`config.mk`:
```
export PLATFORM = sky130hd
export DESIGN_NAME = scan_mux2_drv
export DESIGN_NICKNAME = d
export VERILOG_FILES = /design/src/rtl/scan_mux2_drv.sv
export SDC_FILE = /design/constraint.sdc
export NUM_CORES = 1
export LEC_CHECK = 0
export ABC_AREA = 0
export BUFFER_PORTS_ARGS = -buffer_cell sky130_fd_sc_hd__buf_2
export CAP_MARGIN = 20
export CORE_MARGIN = 10
export CORE_UTILIZATION = 52
export CTS_CLUSTER_DIAMETER = 100
export CTS_CLUSTER_SIZE = 16
export DETAILED_ROUTE_END_ITERATION = 6
export GPL_TIMING_DRIVEN = 0
export PLACE_DENSITY = 0.72
export SLEW_MARGIN = 30
export SYNTH_ARGS = -nofsm -noshare
export SYNTH_HDL_FRONTEND = slang
export SYNTH_SLANG_ARGS = --single-unit
export TNS_END_PERCENT = 10
```
`constraint.sdc`:
```
create_clock -name clk -period 2.9 [get_ports clk]
set_clock_uncertainty 0.05 [all_clocks]
set_input_delay 0.58 -clock clk [delete_from_list [all_inputs] [get_ports clk]]
set_output_delay 0.58 -clock clk [all_outputs]
set_load 0.02 [all_outputs]
```
`src/rtl/scan_mux2_drv.sv`:
```
// Two-digit scan driver for the 7-segment decoder stage.
// Time-multiplexes two hex digits onto num and drives the matching
// active-low digit enables. A one-deep ready/valid buffer holds a new
// value until the next frame boundary, so one frame never mixes old and
// new digits. Includes per-digit blanking, leading-zero suppression on
// the high digit and optional dark gap states between digits.
//
// state   | meaning
// --------+-------------------------------------------------
// S_D0    | digit 0 (low nibble) driven for DIV clocks
// S_GAP0  | both digits dark for GAP clocks
// S_D1    | digit 1 (high nibble) driven for DIV clocks
// S_GAP1  | both digits dark for GAP clocks; reset state
module scan_mux2_drv #(
    parameter int DIV   = 50000,
    parameter int GAP   = 2,
    parameter int CNT_W = 16
) (
    input  logic       clk,
    input  logic       rst,
    input  logic       load_valid,
    output logic       load_ready,
    input  logic [7:0] load_data,
    input  logic [1:0] blank_mask,
    input  logic       lz_sup,
    output logic [3:0] num,
    output logic [1:0] scan_select,
    output logic       frame_tick
);

    typedef enum logic [1:0] {S_D0, S_GAP0, S_D1, S_GAP1} state_t;

    localparam logic [CNT_W-1:0] DIV_LAST = CNT_W'(DIV - 1);
    // With no gap states the only gap dwell is the one after reset, which
    // stands in for a digit-1 slot so the first boundary comes DIV clocks in.
    localparam logic [CNT_W-1:0] GAP_LAST = (GAP > 0) ? CNT_W'(GAP - 1) : CNT_W'(DIV - 1);

    state_t           state_q, state_d, state_nxt;
    logic [CNT_W-1:0] cnt_q, cnt_d, dwell_last;
    logic [7:0]       disp_q, disp_d;
    logic [7:0]       pend_q, pend_d;
    logic             pend_full_q, pend_full_d;
    logic             load_ready_q;
    logic [3:0]       num_q;
    logic [1:0]       sel_q;
    logic             tick_q;
    logic             advance, boundary, accept;

    // Dwell timing, sequencing and the load/transfer bookkeeping.
    always_comb begin
        dwell_last  = (state_q == S_D0 || state_q == S_D1) ? DIV_LAST : GAP_LAST;
        advance     = (cnt_q == dwell_last);
        state_nxt   = state_q;
        case (state_q)
            S_D0:    state_nxt = (GAP > 0) ? S_GAP0 : S_D1;
            S_GAP0:  state_nxt = S_D1;
            S_D1:    state_nxt = (GAP > 0) ? S_GAP1 : S_D0;
            default: state_nxt = S_D0;
        endcase
        state_d     = advance ? state_nxt : state_q;
        cnt_d       = advance ? '0 : cnt_q + 1'b1;
        boundary    = advance && (state_nxt == S_D0);
        accept      = load_valid && load_ready_q;
        disp_d      = disp_q;
        pend_d      = pend_q;
        pend_full_d = pend_full_q;
        // Transfer and accept are exclusive: accept needs an empty buffer.
        if (boundary && pend_full_q) begin
            disp_d      = pend_q;
            pend_full_d = 1'b0;
        end
        if (accept) begin
            pend_d      = load_data;
            pend_full_d = 1'b1;
        end
    end

    // State, counter, buffers and registered outputs, all on one edge.
    always_ff @(posedge clk or posedge rst) begin
        if (rst) begin
            state_q      <= S_GAP1;
            cnt_q        <= '0;
            disp_q       <= 8'h00;
            pend_q       <= 8'h00;
            pend_full_q  <= 1'b0;
            load_ready_q <= 1'b1;
            num_q        <= 4'h0;
            sel_q        <= 2'b11;
            tick_q       <= 1'b0;
        end else begin
            state_q      <= state_d;
            cnt_q        <= cnt_d;
            disp_q       <= disp_d;
            pend_q       <= pend_d;
            pend_full_q  <= pend_full_d;
            load_ready_q <= ~pend_full_d;
            tick_q       <= boundary;
            // Blanking controls are sampled on entry and held for the dwell.
            if (advance) begin
                case (state_nxt)
                    S_D0: begin
                        num_q <= disp_d[3:0];
                        sel_q <= blank_mask[0] ? 2'b11 : 2'b10;
                    end
                    S_D1: begin
                        num_q <= disp_d[7:4];
                        sel_q <= (blank_mask[1] || (lz_sup && disp_d[7:4] == 4'h0)) ? 2'b11 : 2'b01;
                    end
                    default: sel_q <= 2'b11;
                endcase
            end
        end
    end

    assign load_ready  = load_ready_q;
    assign num         = num_q;
    assign scan_select = sel_q;
    assign frame_tick  = tick_q;

endmodule

```
======== Word-level counts from Yosys, hierarchy flattened ========
Cells that the tools add are included.
W data, S select, Z words.
storage, ports and cells
  input port bits ......................... 14
  register bits after elaboration ......... 43
operators by class
  reduce and logical (&&, ||, !) cells .... 11
  equality and inequality tests ........... 4
  bitwise logic cells ..................... 1
  $add $sub $neg .......................... 1
  mux-type cells .......................... 10
operators with widths
  cell                     number
  $mux W16                 2
  $add A16 B1 Y16 const B  1
  $eq A16 B16 Y1           1
  $mux W8                  1
  $pmux W4 S2              1
  $pmux W2 S3              1
  $eq A2 B2 Y1 const B     2
  $logic_and A1 B1 Y1      4
  $logic_not A2 Y1         2
  $logic_not A4 Y1         1
  $pmux W2 S2              1
  $mux W1                  3
  $eq A2 B1 Y1 const B     1
  $logic_or A1 B1 Y1       2
  $mux W2                  1
  $reduce_and A2 Y1        1
  $reduce_bool A2 Y1       1
  $not A1 Y1               1

======== Logic depth before layout (Yosys ltp) ========
  depth in word-level cells ............... 12
  mapped depth ............................ 8
  gate-level depth less buffers ........... 7

======== Worst setup path before layout ========
OpenSTA, ideal clock, no wires.
  path kind ............................... register -> register
  from .................................... register state_q[1]
  to ...................................... register num_q[2] (netlist: num[2])
  data arrival time ....................... 2.025 ns
  cell stages (with the launch flop) ...... 7
  path buffers ............................ 0
  path slack .............................. 0.702 ns
  required time ........................... 2.727 ns
  period minus slack after synthesis ...... 2.198 ns
  cell sequence ........................... dfstp_2 > ha_1 > nor2_1 > nor4_1 > o211ai_4 > mux2_4 > o221a_1
between the ends
  word-level cells in the longest chain between the ends .. 8
ends and longest elaborated chain
  item                                              RTL line  RTL
  start: declaration                                38        state_t state_q, state_d, state_nxt;
  start signal: assignment                          91        state_q <= state_d;
  $eq A2 B2 Y1 or $logic_not A2 Y1 (tied branches)  51, 54
  $logic_or A1 B1 Y1                                51        dwell_last = (state_q == S_D0 || state_q == S_D1) ? DIV_LAST : GAP_LAST;
  $mux W16                                          51
  $eq A16 B16 Y1                                    52        advance = (cnt_q == dwell_last);
  $logic_and A1 B1 Y1 (*)                           62        boundary = advance && (state_nxt == S_D0);
  $logic_and A1 B1 Y1 (*)                           68        if (boundary && pend_full_q) begin
  $mux W8 (*)                                       68
  named net disp_d[6]                               40        logic [7:0] disp_q, disp_d;
  $pmux W4 S2 (*)                                   100       case (state_nxt)
  end signal: assignment                            102       num_q <= disp_d[3:0];
  end signal: assignment                            106       num_q <= disp_d[7:4];
  end: declaration                                  44        logic [3:0] num_q;
Mark *: on every way through the listed nets, which the timed path passes. The rest lies on a longest branch.
A chain may end at the register's enable or synchronous reset.

======== Worst setup path in the final report ========
  from .................................... register state_q[1]
  to ...................................... register pend_full_q
between the ends
  word-level cells in the longest chain between the ends .. 8
ends and longest elaborated chain
  item                                              RTL line  RTL
  $eq A2 B2 Y1 or $logic_not A2 Y1 (tied branches)  51, 54
  $logic_or A1 B1 Y1                                51
  $mux W16                                          51
  $eq A16 B16 Y1                                    52
  $logic_and A1 B1 Y1 (*)                           62
  $logic_and A1 B1 Y1 (*)                           68
  $mux W1 (*)                                       68
  $mux W1 (*)                                       72        if (accept) begin
  named net pend_full_d                             42        logic pend_full_q, pend_full_d;
  end signal: assignment                            95        pend_full_q <= pend_full_d;
  end: declaration                                  42
Marks and branches as above.

==> flow_metrics.tcl <==
set metrics [dict create \
    run_status "finished, final reports clean" \
    max-vdd-ir-drop_uv 322 \
    critical_path.reg2reg.startpoint "state_q[1]$_DFFE_PP1N_" \
    hold_class "in -> async" \
    power_leakage_nw 1.13 \
    core_um2 3690 \
    ctsResizeCount 0 \
    post_drt_via_cell_ratio 5.60 \
    finalHoldViolCount 0 \
    type_of_the_worst_setup_path "reg -> reg" \
    post-route-util_pct 62.2 \
    post_cts_buffers 0 \
    multiInputGateArea_um2 862 \
    most_frequently_used_cell_type_in_the_post_synthesis_netlist "dfrtp_1" \
    grt_pass1_vias 1383 \
    die-height_um 81.9 \
    drc_errors 0 \
    cts_made_buffers 5 \
    dpl_cell_area_um2 2180 \
    grt_overflow_total 0 \
    total_die_area_um2 6700 \
    slew_headroom_pct 47.7 \
    finish.instance_area_um2 2300 \
    flow.area_growth_from_synthesis_pct 15.3 \
    grt_pass1_wl_mm 6.60 \
    num_antenna_cells 0 \
    grt_start_max_net_pins 23 \
    wl_mm 3.84 \
    num_io_pins 22 \
    asr_flop_ratio_synth_pct 100 \
    globalplace.congestion 0.769 \
    clock_tree.htree_level_count 2 \
    min_period_over_period_pct 85.4 \
    achievable-frequency_ghz 0.404 \
    worstPathRequired_ps 3040 \
    avgSynthCellArea_um2 12.1 \
    drtPass1Iterations 4 \
    cts_sinks 43 \
    row_count 22 \
    clkTransAtPathRegs_ps 80 \
    top_fanout_value_on_the_critical_path 10 \
    r2r_slack_ps 420 \
    clk_path_buf_depth 2 \
    synth.ff_latch_count 43 \
    layout.cells.non_filler 242 \
    powerDensity_nw_per_um2 521 \
    sequential_cell_area_um2 1080 \
    synth_area_leader_cell "dfrtp_1" \
    netlist.area_leader.share_pct 47.8 \
    layout.filler_cells 299 \
    die_x_um 81.9 \
    synth_enable_flop_cells 0 \
    cap_viol_max_count 0 \
    setup_viol 0 \
    routed-via-count 1354 \
    place.port_buffers 21 \
    netlist_instances 164 \
    endpoint "pend_full_q$_DFF_PP0_" \
    post_synth_most_frequent_cells "38 x dfrtp_1, 17 x nor2_1, 14 x mux2_2, 11 x nand2_1" \
    detailedRoute.firstIterationViolations 101 \
    clock_tree_from_tritoncts "built" \
    antenna_violating_nets_post_route 0 \
    rsz0062_at_grt "false" \
    timing.critical_path.from_type "register" \
    yosys.cell_types.count 41 \
    final_layout_size_suffix_gt1_share_pct 33.0 \
    synth_area_um2 1990 \
    grt_util_all_layers_pct 12.7 \
    fin_hold_ws_ps 254 \
    grt_antenna_before_repair 0 \
    ff2ff_path_depth 7 \
    synth-warning-count 0 \
    source_to_sink_clock_delay_at_the_later_pin_of_the_worst_skew_pair_ps 300 \
    rr_endpoint "pend_full_q$_DFF_PP0_" \
    ys_seq_area_share_pct 54.4 \
    post-dp-hpwl_mm 2.86 \
    worstPathArrival_ps 2620 \
    ctsRootBufferMaster "clkbuf_8" \
    tightest_slew_ps 777 \
    worstSetupStartpoint "state_q[1]$_DFFE_PP1N_" \
    timing.final.crit_period_ps 2480 \
    floorplan.initialDensity_pct 54.0 \
    num-nets-final 212 \
    placedCellCount 234 \
    critPathCaptureType "register" \
    dominantRegCellSynth "dfrtp_1" \
    top_cells_by_area_synth "dfrtp_1 48%, mux2_2 7.9%, dfstp_2 6.6%" \
    slew_violations 0 \
    postCtsHoldBufs 0 \
    avgRoutedWirePerCell_um 15.9 \
    syn-num-nets 183 \
    setup_tns_final_ps 0 \
]
## metal layers
| metal | vias up | wire length (µm) | GRT usage (%) |
|---|---|---|---|
| met3 | 6 | 227 | 4.37 |
| met4 | 0 | 54 | 4.59 |
| met2 | 34 | 1870 | 19.5 |
| met1 | 672 | 1690 | 16.2 |
| met5 | - | 0 | 0 |
| li1 | 642 | - | - |
## metrics by stage
step / total power (W) / worst slack, ps
final: 0.00120 / 423
after global placement: 0.000735 / 537
after detailed placement: 0.000748 / 435
after CTS: 0.00121 / 421
after floorplan: 0.000714 / 702
after global routing: 0.00125 / 268
## flip-flops by register name, summed over array words and instances, names as in the netlist, 2 cells and up
signal       flops
num              4
scan_select      2
pend_q           8
cnt_q           16
disp_q           8
state_q          2
## report_power, final
part	switching, W	internal [W]
Sequential	0.0000264	0.000637
Clock	0.000206	0.000256
Combinational	0.0000304	0.0000413
Total	0.000263	0.000934
## how the worst min path moves through the flow
stage / start / to / slack, ps / depth (start not counted)
2_1_floorplan: cnt_q[0]$_DFF_PP0_ / cnt_q[0]$_DFF_PP0_ / 410 / 1
3_3_place_gp: cnt_q[13]$_DFF_PP0_ / cnt_q[13]$_DFF_PP0_ / 430 / 1
3_5_place_dp: disp_q[0]$_DFF_PP0_ / disp_q[0]$_DFF_PP0_ / 440 / 1
4_1_cts: rst / num[3]$_DFFE_PP0P_ / 270 / 2
5_1_grt: rst / cnt_q[15]$_DFF_PP0_ / 280 / 2
6_report: rst / cnt_q[1]$_DFF_PP0_ / 250 / 2
## cell families after synthesis
logic type,after synthesis,share of synthesized area (%)
muxes,17,9.68
DFF,43,54.4
xor gates and xnor gates,14,6.16
adders and majority gates,5,3.14
and+or+nand+nor,57,15.8
AOI/OAI and AO/OA,19,8.55
buffers and inverters,9,2.33
## cell type report
cell class | count | share of cell area [%]
multi-input combinational | 112 | 37.5
sequential | 43 | 47.1
inverter | 6 | 0.981
tap | 48 | 2.62
clock inverter | 3 | 1.91
buffer | 3 | 1.04
timing repair buffer | 22 | 5.78
clock buffer | 5 | 3.00
## critical path, cell delays in order, from the launching register on
cell and delay (ps):
dfstp_2 550, ha_1 140, nor2_1 80, nor4_1 700, o21a_1 340, buf_4 230, nand2_1 100, a22o_1 180
## cell usage in the layout, fill, tap and decap left out, drive strengths merged, types with 3 or more instances in the layout
master / synthesis / routed
a21o: 4 / 4
and2: 3 / 3
buf: 3 / 25
clkbuf: 0 / 5
dfrtp: 38 / 38
dfstp: 5 / 5
ha: 5 / 5
inv: 6 / 6
mux2: 15 / 15
nand2: 11 / 11
nand3: 5 / 5
nand4: 5 / 5
nor2: 17 / 17
nor4: 6 / 6
o221a: 4 / 4
xnor2: 7 / 7
xor2: 7 / 7
(Power assumes the default switching activity.)
